### src/rtl/block_collider_if.sv
// block_collider_if
// Game-logic port between block_collider and block_memory.
//   bm_enable : memory request, held until bm_ready is seen
//   bm_row    : brick row address (5 bits)
//   bm_col    : brick column address (5 bits)
//   bm_func   : 2'b00 read, 2'b01 hit (decrement strength)
//   bm_block  : strength of the addressed cell, 0 = empty
//   bm_ready  : memory finished the current request
// Modports: master = collider side, slave = memory side.
interface block_collider_if;
   logic       bm_enable;
   logic [4:0] bm_row;
   logic [4:0] bm_col;
   logic [1:0] bm_func;
   logic [3:0] bm_block;
   logic       bm_ready;

   modport master (
      output bm_enable, bm_row, bm_col, bm_func,
      input  bm_block, bm_ready
   );

   modport slave (
      input  bm_enable, bm_row, bm_col, bm_func,
      output bm_block, bm_ready
   );
endinterface

### src/rtl/block_collider.sv
// block_collider
// Ball-versus-brick collision engine. For each request it probes the brick
// cells under the ball's leading edges, reads each cell through block_memory
// and issues a hit to any occupied cell, then reports per-axis bounce flags
// and the number of bricks hit.
//
// Ports:
//   clock, reset       : clock and synchronous active-high reset
//   req                : start pulse, only honoured while idle
//   ball_x, ball_y     : ball centre (10 bits each)
//   radius             : ball radius (6 bits)
//   dx_neg, dy_neg     : ball moving left / up
//   bm                 : block_collider_if.master, memory port
//   busy               : high from request acceptance until done
//   done               : one-cycle completion pulse
//   flip_x, flip_y     : bounce results, held until the next request
//   score_inc          : bricks hit by this request
//   timeout_err        : sticky memory-timeout flag, cleared by reset
//
// Optional feature: define BLOCK_COLLIDER_CORNER_EN to add a third, diagonal
// probe that runs only when both axis probes missed; a hit there flips both
// axes.
module block_collider #(
   parameter int FIELD_TOP    = 40,
   parameter int BLOCK_W_LOG2 = 5,
   parameter int BLOCK_H_LOG2 = 4,
   parameter int ROWS         = 12,
   parameter int COLS         = 20,
   parameter int TIMEOUT      = 255
) (
   input  logic                    clock,
   input  logic                    reset,
   input  logic                    req,
   input  logic [9:0]              ball_x,
   input  logic [9:0]              ball_y,
   input  logic [5:0]              radius,
   input  logic                    dx_neg,
   input  logic                    dy_neg,
   block_collider_if.master        bm,
   output logic                    busy,
   output logic                    done,
   output logic                    flip_x,
   output logic                    flip_y,
   output logic [1:0]              score_inc,
   output logic                    timeout_err
);

   typedef enum logic [2:0] {
      IDLE,
      CALC,
      READ,
      EVAL,
      WRITE,
      DONE
   } state_t;

   localparam int WaitW = $clog2(TIMEOUT + 1);
   localparam logic [WaitW-1:0] WaitLast = WaitW'(TIMEOUT - 1);
   localparam logic signed [10:0] FieldTop = 11'(FIELD_TOP);
   localparam logic [10:0] RowLimit = 11'(ROWS);
   localparam logic [10:0] ColLimit = 11'(COLS);
   localparam logic [1:0] FuncRead = 2'b00;
   localparam logic [1:0] FuncHit  = 2'b01;

`ifdef BLOCK_COLLIDER_CORNER_EN
   localparam bit CornerEn = 1'b1;
`else
   localparam bit CornerEn = 1'b0;
`endif

   state_t           state_q, state_d;
   logic [1:0]       probe_q, probe_d;
   logic [9:0]       x_q, x_d;
   logic [9:0]       y_q, y_d;
   logic [5:0]       r_q, r_d;
   logic             dxn_q, dxn_d;
   logic             dyn_q, dyn_d;
   logic [3:0]       blk_q, blk_d;
   logic [WaitW-1:0] wait_q, wait_d;
   logic             enable_q, enable_d;
   logic [4:0]       row_q, row_d;
   logic [4:0]       col_q, col_d;
   logic [1:0]       func_q, func_d;
   logic             busy_q, busy_d;
   logic             done_q, done_d;
   logic             flipx_q, flipx_d;
   logic             flipy_q, flipy_d;
   logic [1:0]       score_q, score_d;
   logic             terr_q, terr_d;

   logic signed [10:0] xs, ys, rs, px, py;
   logic [10:0]        rowOff, rowIdx, colIdx;
   logic               outOfField;
   logic               moreAfterMiss, moreAfterHit;

   // Probe point for the current probe and its brick address. Arithmetic is
   // 11-bit signed so a probe left of x=0 shows up as negative. The address
   // bits are only meaningful when outOfField is low.
   always_comb begin
      xs = $signed({1'b0, x_q});
      ys = $signed({1'b0, y_q});
      rs = $signed({5'b0, r_q});
      px = xs;
      py = ys;
      case (probe_q)
         2'd0: py = dyn_q ? ys - rs : ys + rs;
         2'd1: px = dxn_q ? xs - rs : xs + rs;
         default: begin
            px = dxn_q ? xs - rs : xs + rs;
            py = dyn_q ? ys - rs : ys + rs;
         end
      endcase
      rowOff     = py - FieldTop;
      rowIdx     = rowOff >> BLOCK_H_LOG2;
      colIdx     = px >> BLOCK_W_LOG2;
      outOfField = px[10] || (py < FieldTop) ||
                   (rowIdx >= RowLimit) || (colIdx >= ColLimit);
   end

   // Whether another probe follows the current one. After a hit only probe 0
   // has a successor; after a miss, the diagonal probe follows probe 1 when
   // it is built in and nothing has been hit yet this request.
   always_comb begin
      moreAfterHit  = (probe_q == 2'd0);
      moreAfterMiss = (probe_q == 2'd0) ||
                      (CornerEn && (probe_q == 2'd1) && (score_q == 2'd0));
   end

   // Next-state and output logic. Every output is registered, so each
   // transition prepares the value that should appear after the next edge:
   // bm_enable rises with entry into READ/WRITE and falls on the edge that
   // samples bm_ready, which forces at least one idle cycle between accesses.
   always_comb begin
      state_d  = state_q;
      probe_d  = probe_q;
      x_d      = x_q;
      y_d      = y_q;
      r_d      = r_q;
      dxn_d    = dxn_q;
      dyn_d    = dyn_q;
      blk_d    = blk_q;
      wait_d   = wait_q;
      enable_d = enable_q;
      row_d    = row_q;
      col_d    = col_q;
      func_d   = func_q;
      busy_d   = busy_q;
      done_d   = 1'b0;
      flipx_d  = flipx_q;
      flipy_d  = flipy_q;
      score_d  = score_q;
      terr_d   = terr_q;

      case (state_q)
         IDLE: begin
            if (req) begin
               x_d     = ball_x;
               y_d     = ball_y;
               r_d     = radius;
               dxn_d   = dx_neg;
               dyn_d   = dy_neg;
               flipx_d = 1'b0;
               flipy_d = 1'b0;
               score_d = 2'd0;
               busy_d  = 1'b1;
               probe_d = 2'd0;
               state_d = CALC;
            end
         end

         CALC: begin
            if (outOfField) begin
               if (moreAfterMiss) begin
                  probe_d = probe_q + 2'd1;
               end else begin
                  state_d = DONE;
               end
            end else begin
               row_d    = rowIdx[4:0];
               col_d    = colIdx[4:0];
               enable_d = 1'b1;
               func_d   = FuncRead;
               wait_d   = '0;
               state_d  = READ;
            end
         end

         READ: begin
            if (bm.bm_ready) begin
               blk_d    = bm.bm_block;
               enable_d = 1'b0;
               state_d  = EVAL;
            end else if (wait_q == WaitLast) begin
               enable_d = 1'b0;
               terr_d   = 1'b1;
               state_d  = DONE;
            end else begin
               wait_d = wait_q + 1'b1;
            end
         end

         EVAL: begin
            if (blk_q == 4'd0) begin
               if (moreAfterMiss) begin
                  probe_d = probe_q + 2'd1;
                  state_d = CALC;
               end else begin
                  state_d = DONE;
               end
            end else begin
               enable_d = 1'b1;
               func_d   = FuncHit;
               wait_d   = '0;
               state_d  = WRITE;
            end
         end

         WRITE: begin
            if (bm.bm_ready) begin
               enable_d = 1'b0;
               func_d   = FuncRead;
               score_d  = score_q + 2'd1;
               case (probe_q)
                  2'd0: flipy_d = 1'b1;
                  2'd1: flipx_d = 1'b1;
                  default: begin
                     flipx_d = 1'b1;
                     flipy_d = 1'b1;
                  end
               endcase
               if (moreAfterHit) begin
                  probe_d = probe_q + 2'd1;
                  state_d = CALC;
               end else begin
                  state_d = DONE;
               end
            end else if (wait_q == WaitLast) begin
               enable_d = 1'b0;
               func_d   = FuncRead;
               terr_d   = 1'b1;
               state_d  = DONE;
            end else begin
               wait_d = wait_q + 1'b1;
            end
         end

         DONE: begin
            done_d  = 1'b1;
            busy_d  = 1'b0;
            state_d = IDLE;
         end

         default: state_d = IDLE;
      endcase
   end

   // State and output registers. Reset drops bm_enable on the next edge and
   // abandons any access in flight; nothing is retried afterwards.
   always_ff @(posedge clock) begin
      if (reset) begin
         state_q  <= IDLE;
         probe_q  <= 2'd0;
         x_q      <= '0;
         y_q      <= '0;
         r_q      <= '0;
         dxn_q    <= 1'b0;
         dyn_q    <= 1'b0;
         blk_q    <= '0;
         wait_q   <= '0;
         enable_q <= 1'b0;
         row_q    <= '0;
         col_q    <= '0;
         func_q   <= FuncRead;
         busy_q   <= 1'b0;
         done_q   <= 1'b0;
         flipx_q  <= 1'b0;
         flipy_q  <= 1'b0;
         score_q  <= 2'd0;
         terr_q   <= 1'b0;
      end else begin
         state_q  <= state_d;
         probe_q  <= probe_d;
         x_q      <= x_d;
         y_q      <= y_d;
         r_q      <= r_d;
         dxn_q    <= dxn_d;
         dyn_q    <= dyn_d;
         blk_q    <= blk_d;
         wait_q   <= wait_d;
         enable_q <= enable_d;
         row_q    <= row_d;
         col_q    <= col_d;
         func_q   <= func_d;
         busy_q   <= busy_d;
         done_q   <= done_d;
         flipx_q  <= flipx_d;
         flipy_q  <= flipy_d;
         score_q  <= score_d;
         terr_q   <= terr_d;
      end
   end

   assign bm.bm_enable = enable_q;
   assign bm.bm_row    = row_q;
   assign bm.bm_col    = col_q;
   assign bm.bm_func   = func_q;
   assign busy         = busy_q;
   assign done         = done_q;
   assign flip_x       = flipx_q;
   assign flip_y       = flipy_q;
   assign score_inc    = score_q;
   assign timeout_err  = terr_q;

endmodule

### src/flat_wrapper.sv
// flat-port wrapper written by rule: the top's interface ports become plain ports
module block_collider_flat 
#(
   parameter int FIELD_TOP    = 40,
   parameter int BLOCK_W_LOG2 = 5,
   parameter int BLOCK_H_LOG2 = 4,
   parameter int ROWS         = 12,
   parameter int COLS         = 20,
   parameter int TIMEOUT      = 255
)
  (clock, reset, req, ball_x, ball_y, radius, dx_neg, dy_neg, busy, done, flip_x, flip_y, score_inc, timeout_err, bm_bm_enable, bm_bm_row, bm_bm_col, bm_bm_func, bm_bm_block, bm_bm_ready);
  block_collider_if bm_i ();
  input  logic clock;
  input  logic reset;
  input  logic req;
  input  logic [9:0] ball_x;
  input  logic [9:0] ball_y;
  input  logic [5:0] radius;
  input  logic dx_neg;
  input  logic dy_neg;
  output logic busy;
  output logic done;
  output logic flip_x;
  output logic flip_y;
  output logic [1:0] score_inc;
  output logic timeout_err;
  output wire logic [$bits(bm_i.bm_enable)-1:0] bm_bm_enable;
  output wire logic [$bits(bm_i.bm_row)-1:0] bm_bm_row;
  output wire logic [$bits(bm_i.bm_col)-1:0] bm_bm_col;
  output wire logic [$bits(bm_i.bm_func)-1:0] bm_bm_func;
  input wire logic [$bits(bm_i.bm_block)-1:0] bm_bm_block;
  input wire logic [$bits(bm_i.bm_ready)-1:0] bm_bm_ready;
  assign bm_bm_enable = bm_i.bm_enable;
  assign bm_bm_row = bm_i.bm_row;
  assign bm_bm_col = bm_i.bm_col;
  assign bm_bm_func = bm_i.bm_func;
  assign bm_i.bm_block = bm_bm_block;
  assign bm_i.bm_ready = bm_bm_ready;
  block_collider #(.FIELD_TOP(FIELD_TOP), .BLOCK_W_LOG2(BLOCK_W_LOG2), .BLOCK_H_LOG2(BLOCK_H_LOG2), .ROWS(ROWS), .COLS(COLS), .TIMEOUT(TIMEOUT)) u_core (.clock(clock), .reset(reset), .req(req), .ball_x(ball_x), .ball_y(ball_y), .radius(radius), .dx_neg(dx_neg), .dy_neg(dy_neg), .bm(bm_i), .busy(busy), .done(done), .flip_x(flip_x), .flip_y(flip_y), .score_inc(score_inc), .timeout_err(timeout_err));
endmodule
### config.mk
export PLATFORM = sky130hd
export DESIGN_NAME = block_collider_flat
export DESIGN_NICKNAME = d
export VERILOG_FILES = /design/src/rtl/block_collider_if.sv /design/src/rtl/block_collider.sv /design/src/flat_wrapper.sv
export SDC_FILE = /design/constraint.sdc
export NUM_CORES = 1
export LEC_CHECK = 0
export CORE_ASPECT_RATIO = 0.9
export CORE_MARGIN = 1
export CORE_UTILIZATION = 51
export CTS_CLUSTER_SIZE = 40
export DETAILED_ROUTE_END_ITERATION = 6
export PLACE_DENSITY = 0.78
export SLEW_MARGIN = 20
export SYNTH_ARGS = -nofsm -noshare
export SYNTH_HDL_FRONTEND = slang
export SYNTH_SLANG_ARGS = --single-unit
export TNS_END_PERCENT = 50
### constraint.sdc
create_clock -name clock -period 3.8 [get_ports clock]
set_clock_uncertainty 0.15 [all_clocks]
set_input_delay 0.76 -clock clock [delete_from_list [all_inputs] [get_ports clock]]
set_output_delay 0.76 -clock clock [all_outputs]
set_load 0.02 [all_outputs]
* Word-level counts from Yosys, hierarchy flattened *
Cells that the tools add are included.

cells by class
  add/subtract/negate cells = 8
  $lt $le $gt $ge = 3
  equal/unequal tests = 20
  mux-type cells = 46
  bitwise logic cells = 2
  reduce and logical (&&, ||, !) cells = 25

operators with widths
  cell                     number
  $mux W11                 4
  $mux W8                  4
  $mux W3                  8
  $pmux W8 S3              1
  $add A10 B6 Y11          2
  $sub A10 B6 Y11          2
  $mux W2                  10
  $ne A2 B2 Y1 const B     8
  $reduce_and A4 Y1        4
  $pmux W3 S5              1
  $lt A11 B7 Y1 const B    1
  $mux W1                  11
  $sub A11 B7 Y11 const B  1
  $reduce_and A2 Y1        5
  $reduce_and A5 Y1        2
  $add A8 B1 Y8 const B    1
  $eq A8 B8 Y1 const B     1
  $pmux W2 S4              1
  $ge A7 B4 Y1 const B     1
  $eq A3 B2 Y1 const B     2
  $eq A3 B3 Y1 const B     2
  $ge A6 B5 Y1 const B     1
  $pmux W1 S2              3
  $pmux W2 S3              1
  19 further kinds         27

word-level totals
  register bits = 65
  output and inout port bits = 20
  logic and storage cells = 123

* Logic depth before layout (Yosys ltp) *
  depth in word-level cells = 9
  depth in mapped cells = 19

* Worst setup path before layout *
No wires, ideal clock.

  path type = reg2reg
  start = reg u_core.r_q[0]
  end = reg u_core.col_q[0] (netlist: u_core.bm.bm_col[0])
  library setup time = 0.128 ns
  data arrival time = 3.621 ns
  data required time = 3.522 ns
  path slack = -0.099 ns
  stages on the path, launching flop included = 20
  buffers on the path = 3
  period minus slack after synthesis = 3.899 ns
  cell sequence = dfxtp_1 > inv_1 > ha_1 > a21oi_1 > xnor2_1 > ha_1 > buf_2 > or4_1 > o221a_2 > o311ai_4 > ha_1 > inv_1 > o2111ai_1 > o32ai_1 > nor4b_4 > and3_1 > buf_6 > buf_12 > mux2i_1 > nor2_1

on the way
  cells in the longest elaborated chain, start to end = 9

ends and longest elaborated chain
  element                                             RTL line                                      RTL
  start: declaration                                  block_collider.sv:75                          logic [5:0] r_q, r_d;
  start signal: assignment                            block_collider.sv:285                         r_q <= r_d;
  $add A10 B6 Y11 or $sub A10 B6 Y11 (tied branches)  block_collider.sv:106, block_collider.sv:110
  $mux W11                                            block_collider.sv:106, block_collider.sv:110
  $mux W11                                            n/a
  $sub A11 B7 Y11 or $lt A11 B7 Y1 (tied branches)    block_collider.sv:113, block_collider.sv:116
  $ge A7 B4 Y1 or $logic_or A1 B1 Y1 (tied branches)  block_collider.sv:117, block_collider.sv:116
  $logic_or A1 B1 Y1                                  block_collider.sv:116                         outOfField = px[10] || (py < FieldTop) ||
  $logic_or A1 B1 Y1                                  block_collider.sv:117                         (rowIdx >= RowLimit) || (colIdx >= ColLimit);
  $not A1 Y1 (no source line)                         n/a
  $reduce_and A2 Y1 (no source line)                  n/a
  end signal: assignment                              block_collider.sv:292                         col_q <= col_d;
  end: declaration                                    block_collider.sv:82                          logic [4:0] col_q, col_d;

Several ways; a longest one is shown, not always the timed one.
A chain may end at the register's enable or synchronous reset.

* Worst setup path after layout *
  start = reg u_core.r_q[3]
  end = reg u_core.wait_q[6]

on the way
  cells in the longest elaborated chain, start to end = 9

ends and longest elaborated chain
  element                                             RTL line                                      RTL
  $add A10 B6 Y11 or $sub A10 B6 Y11 (tied branches)  block_collider.sv:106, block_collider.sv:110
  $mux W11                                            block_collider.sv:106, block_collider.sv:110
  $mux W11                                            n/a
  $sub A11 B7 Y11 or $lt A11 B7 Y1 (tied branches)    block_collider.sv:113, block_collider.sv:116
  $ge A7 B4 Y1 or $logic_or A1 B1 Y1 (tied branches)  block_collider.sv:117, block_collider.sv:116
  $logic_or A1 B1 Y1                                  block_collider.sv:116
  $logic_or A1 B1 Y1 (*)                              block_collider.sv:117
  $ne A2 B2 Y1 (no source line) (*)                   n/a
  $reduce_and A5 Y1 (no source line) (*)              n/a
  end signal: assignment                              block_collider.sv:289                         wait_q <= wait_d;
  end: declaration                                    block_collider.sv:79                          logic [WaitW-1:0] wait_q, wait_d;

Every way passes the cells marked *; elsewhere a longest branch is shown, timed or not.

==> flow_metrics.env <==
export IMPL_synth_edf_count=0
export IMPL_row_count=31
export IMPL_gp_congestion=0.9195
export IMPL_drt_total_wl_um=14060
export IMPL_async_flop_share=0
export IMPL_cts_buffer_depth=2
export IMPL_synth_fp_nets=597
export IMPL_synth_area_leaders="dfxtp_1 (30%), nand2_1 (7.8%), ha_1 (7.1%)"
export IMPL_cts_clk_slew_worst_paths_ns=0.08
export IMPL_min_path_type="reg -> reg"
export IMPL_ys_ff_latch=64
export IMPL_syn_inst=537
export IMPL_cts_htree_levels=3
export IMPL_period_share=1.020
export IMPL_ff_latch_area_mm2=0.001291
export IMPL_drive_gt1_frac=0.3348
export IMPL_fill_cells=497
export IMPL_path_class="reg -> reg"
export IMPL_syn_area_mm2=0.004240
export IMPL_worst_slew_pin_slew_ns=0.9045
export IMPL_fp_coreArea_mm2=0.008068
export IMPL_hpwl_um=8160
export IMPL_start_util=0.5256
export IMPL_rsz0062_at_grt="true"
export IMPL_grt_pass1_wl_um=19840
export IMPL_drv_cap=0
export IMPL_tritoncts="yes"
export IMPL_crit_fanout=6
export IMPL_hold_slack_ns=0.3169
export IMPL_slowest_delay_ns=0.38
export IMPL_finalNetCount=724
export IMPL_cts_root_buf="clkbuf_8"
export IMPL_yosys_area_top_type="dfxtp_1"
export IMPL_powerDensity_mw_per_mm2=1030
export IMPL_relSlewSlack=0.3914
export IMPL_worstPathRequired_ns=3.90
export IMPL_synth_top_area_share=0.3022
export IMPL_path_cells="nor3_4 -> nand3_2 -> o21bai_1 -> ha_1 -> and2_4 -> a221o_1 -> or2_0 -> o22ai_1 -> xor2_1 -> o22ai_2 -> nor4b_4 -> buf_4 -> a21oi_4 -> buf_12 -> o211ai_1 -> mux2i_1"
export IMPL_p_leak_nw=2.457
export IMPL_vias=4620
export IMPL_antenna_left=0
export IMPL_hold_viol=0
export IMPL_first_iter_violations=410
export IMPL_fin_crit_ns=3.877
export IMPL_synthTopCellsByCount="nand2_1 (88), dfxtp_1 (64), a21oi_1 (50), nor2_1 (42), ha_1 (24)"
export IMPL_track_usage=0.2886
export IMPL_synth_cell_type_count=76
export IMPL_multi_input_area_mm2=0.003318
export IMPL_critPathCaptureType="register"
export IMPL_setup_viol=16
export IMPL_synth_ff_type="dfxtp_1"
export IMPL_critPathSlowestCell="dfxtp_4"
export IMPL_portBuffers=54
export IMPL_die_h_um=88.51
export IMPL_drc=1
export IMPL_layout_area_overhead_vs_synth_pct=49.78
export IMPL_dieWidth_um=98.12
export IMPL_numCtsBuffers=9
export IMPL_yosysWarnings=0
export IMPL_via_per_inst=6.016
export IMPL_cts_sinks=64
export IMPL_final_setup_worst_slack_ns=-0.07748
export IMPL_synth_avg_cell_area_um2=7.896
export IMPL_clock_latency_ns=0.36
export IMPL_drtPass1Iterations=7
export IMPL_grt_pass1_vias=4183
export IMPL_status="finished with violations"
export IMPL_grt_overflow=0
export IMPL_violations="design-rule violations, negative setup slack"
export IMPL_yosysMostFrequentCell="nand2_1"
export IMPL_ys_seq_area_frac=0.3022
export IMPL_grt_max_degree=35
export IMPL_cp_start_kind="register"
export IMPL_antenna_found_initial=0
export IMPL_slew_violations=0
export IMPL_timing_fmax_mhz=257.9
export IMPL_antennaDiodeCount=0
export IMPL_peakVddDrop_uv=522.5
export IMPL_worstPathArrival_ns=3.98
export IMPL_dieArea_mm2=0.008684
export IMPL_routedWlPerCell_um=18.31
export IMPL_fin_util=0.7872
export IMPL_io_pins=56
export IMPL_regToRegSetupSlack_ns=-0.08
[metrics by stage]
| stage | setup WS, ns | TNS, ns | power (W) | instance area (um2) | std cells |
|---|---|---|---|---|---|
| after floorplan | 0.005356 | 0 | 0.003031 | 4267 | 537 |
| after global placement | -0.1530 | -1.375 | 0.004112 | 5308 | 726 |
| after detailed placement | -0.3188 | -5.271 | 0.004177 | 5308 | 726 |
| after CTS | -0.04439 | -0.09959 | 0.005692 | 5933 | 757 |
| after global routing | -0.2141 | -3.142 | 0.006850 | 6351 | 768 |
| final | -0.07748 | -0.6043 | 0.006540 | 6351 | 768 |
[critical path: cells and delay by family, from the launching register on]
kind,cells,cell delay (ns)
buffers and inverters,2,0.34
multiplexers,1,0.10
AND/OR/NAND/NOR,5,1.05
flip-flops,1,0.38
AO/OA/AOI/OAI,6,1.19
XOR/XNOR,1,0.25
adder cells (fa/ha/maj),1,0.30
[cell type report]
class	count	share of cell area
sequential	64	0.2033
clock inverter	6	0.01438
inverter	16	0.009850
timing repair buffer	151	0.2088
clock buffer	10	0.02167
tap	99	0.01950
multi-input combinational	422	0.5225
[cell families after synthesis]
logic type,Yosys count,synth area share
compound gates,138,0.2316
simple gates,218,0.2476
xor+xnor,22,0.04544
flops,64,0.3022
mux,18,0.04278
fa+ha+maj,25,0.07318
other cells,1,0.0008844
buf+inv,51,0.05636
[power by group]
group	internal [W]	leakage [nW]	total (W)	switching [W]
combinational	0.00248	1.82	0.00494	0.00246
clock	0.000391	0.117	0.000705	0.000314
sequential	0.000769	0.523	0.000895	0.000127
[timing repair]
item	CTS	global route
setup endpoints to repair	25	25
endpoints found under the hold margin	0	0
setup buffers	15	12
pin swaps	32	41
gates resized for setup	62	63
hold buffers	0	0
[registers in the layout, summed over array words and instances (netlist names), 3 cells and up]
| register | cells |
|---|---|
| u_core.blk_q | 4 |
| u_core.bm.bm_col | 5 |
| u_core.bm.bm_row | 5 |
| u_core.r_q | 6 |
| u_core.state_q | 3 |
| u_core.wait_q | 8 |
| u_core.x_q | 10 |
| u_core.y_q | 10 |
[placed cells by master, fill, tap and decap left out, drive strengths merged, types with 6 or more instances in the layout]
| cell | count |
|---|---|
| clkbuf | 10 |
| xnor2 | 15 |
| buf | 98 |
| dfxtp | 64 |
| clkdlybuf4s50 | 53 |
| o21ai | 20 |
| a21oi | 51 |
| xor2 | 7 |
| nand4 | 7 |
| nor3 | 15 |
| nand2b | 8 |
| ha | 24 |
| inv | 17 |
| mux2i | 17 |
| nand3 | 17 |
| o211ai | 11 |
| and3 | 9 |
| nor2 | 44 |
| or2 | 8 |
| nand2 | 89 |
| o21a | 6 |
| a21o | 6 |
[layer usage]
metal | wire (um) | up-vias | global-route usage
li1 | - | 2161 | -
met1 | 5900 | 2209 | 0.3586
met2 | 7005 | 212 | 0.4974
met4 | 352 | 0 | 0.1295
met3 | 804 | 38 | 0.04976
met5 | 0 | - | 0
[final timing paths]
| path | startpoint | endpoint | cells after the start |
|---|---|---|---|
| worst min-delay path | u_core.x_q[0] | u_core.x_q[0] | 2 |
| worst min register to register | u_core.x_q[0] | u_core.x_q[0] | 2 |
| worst max-delay path | u_core.r_q[3] | u_core.wait_q[6] | 16 |
| worst max register to register | u_core.r_q[3] | u_core.wait_q[6] | 16 |
No activity file was read; power rests on OpenSTA's default activity.
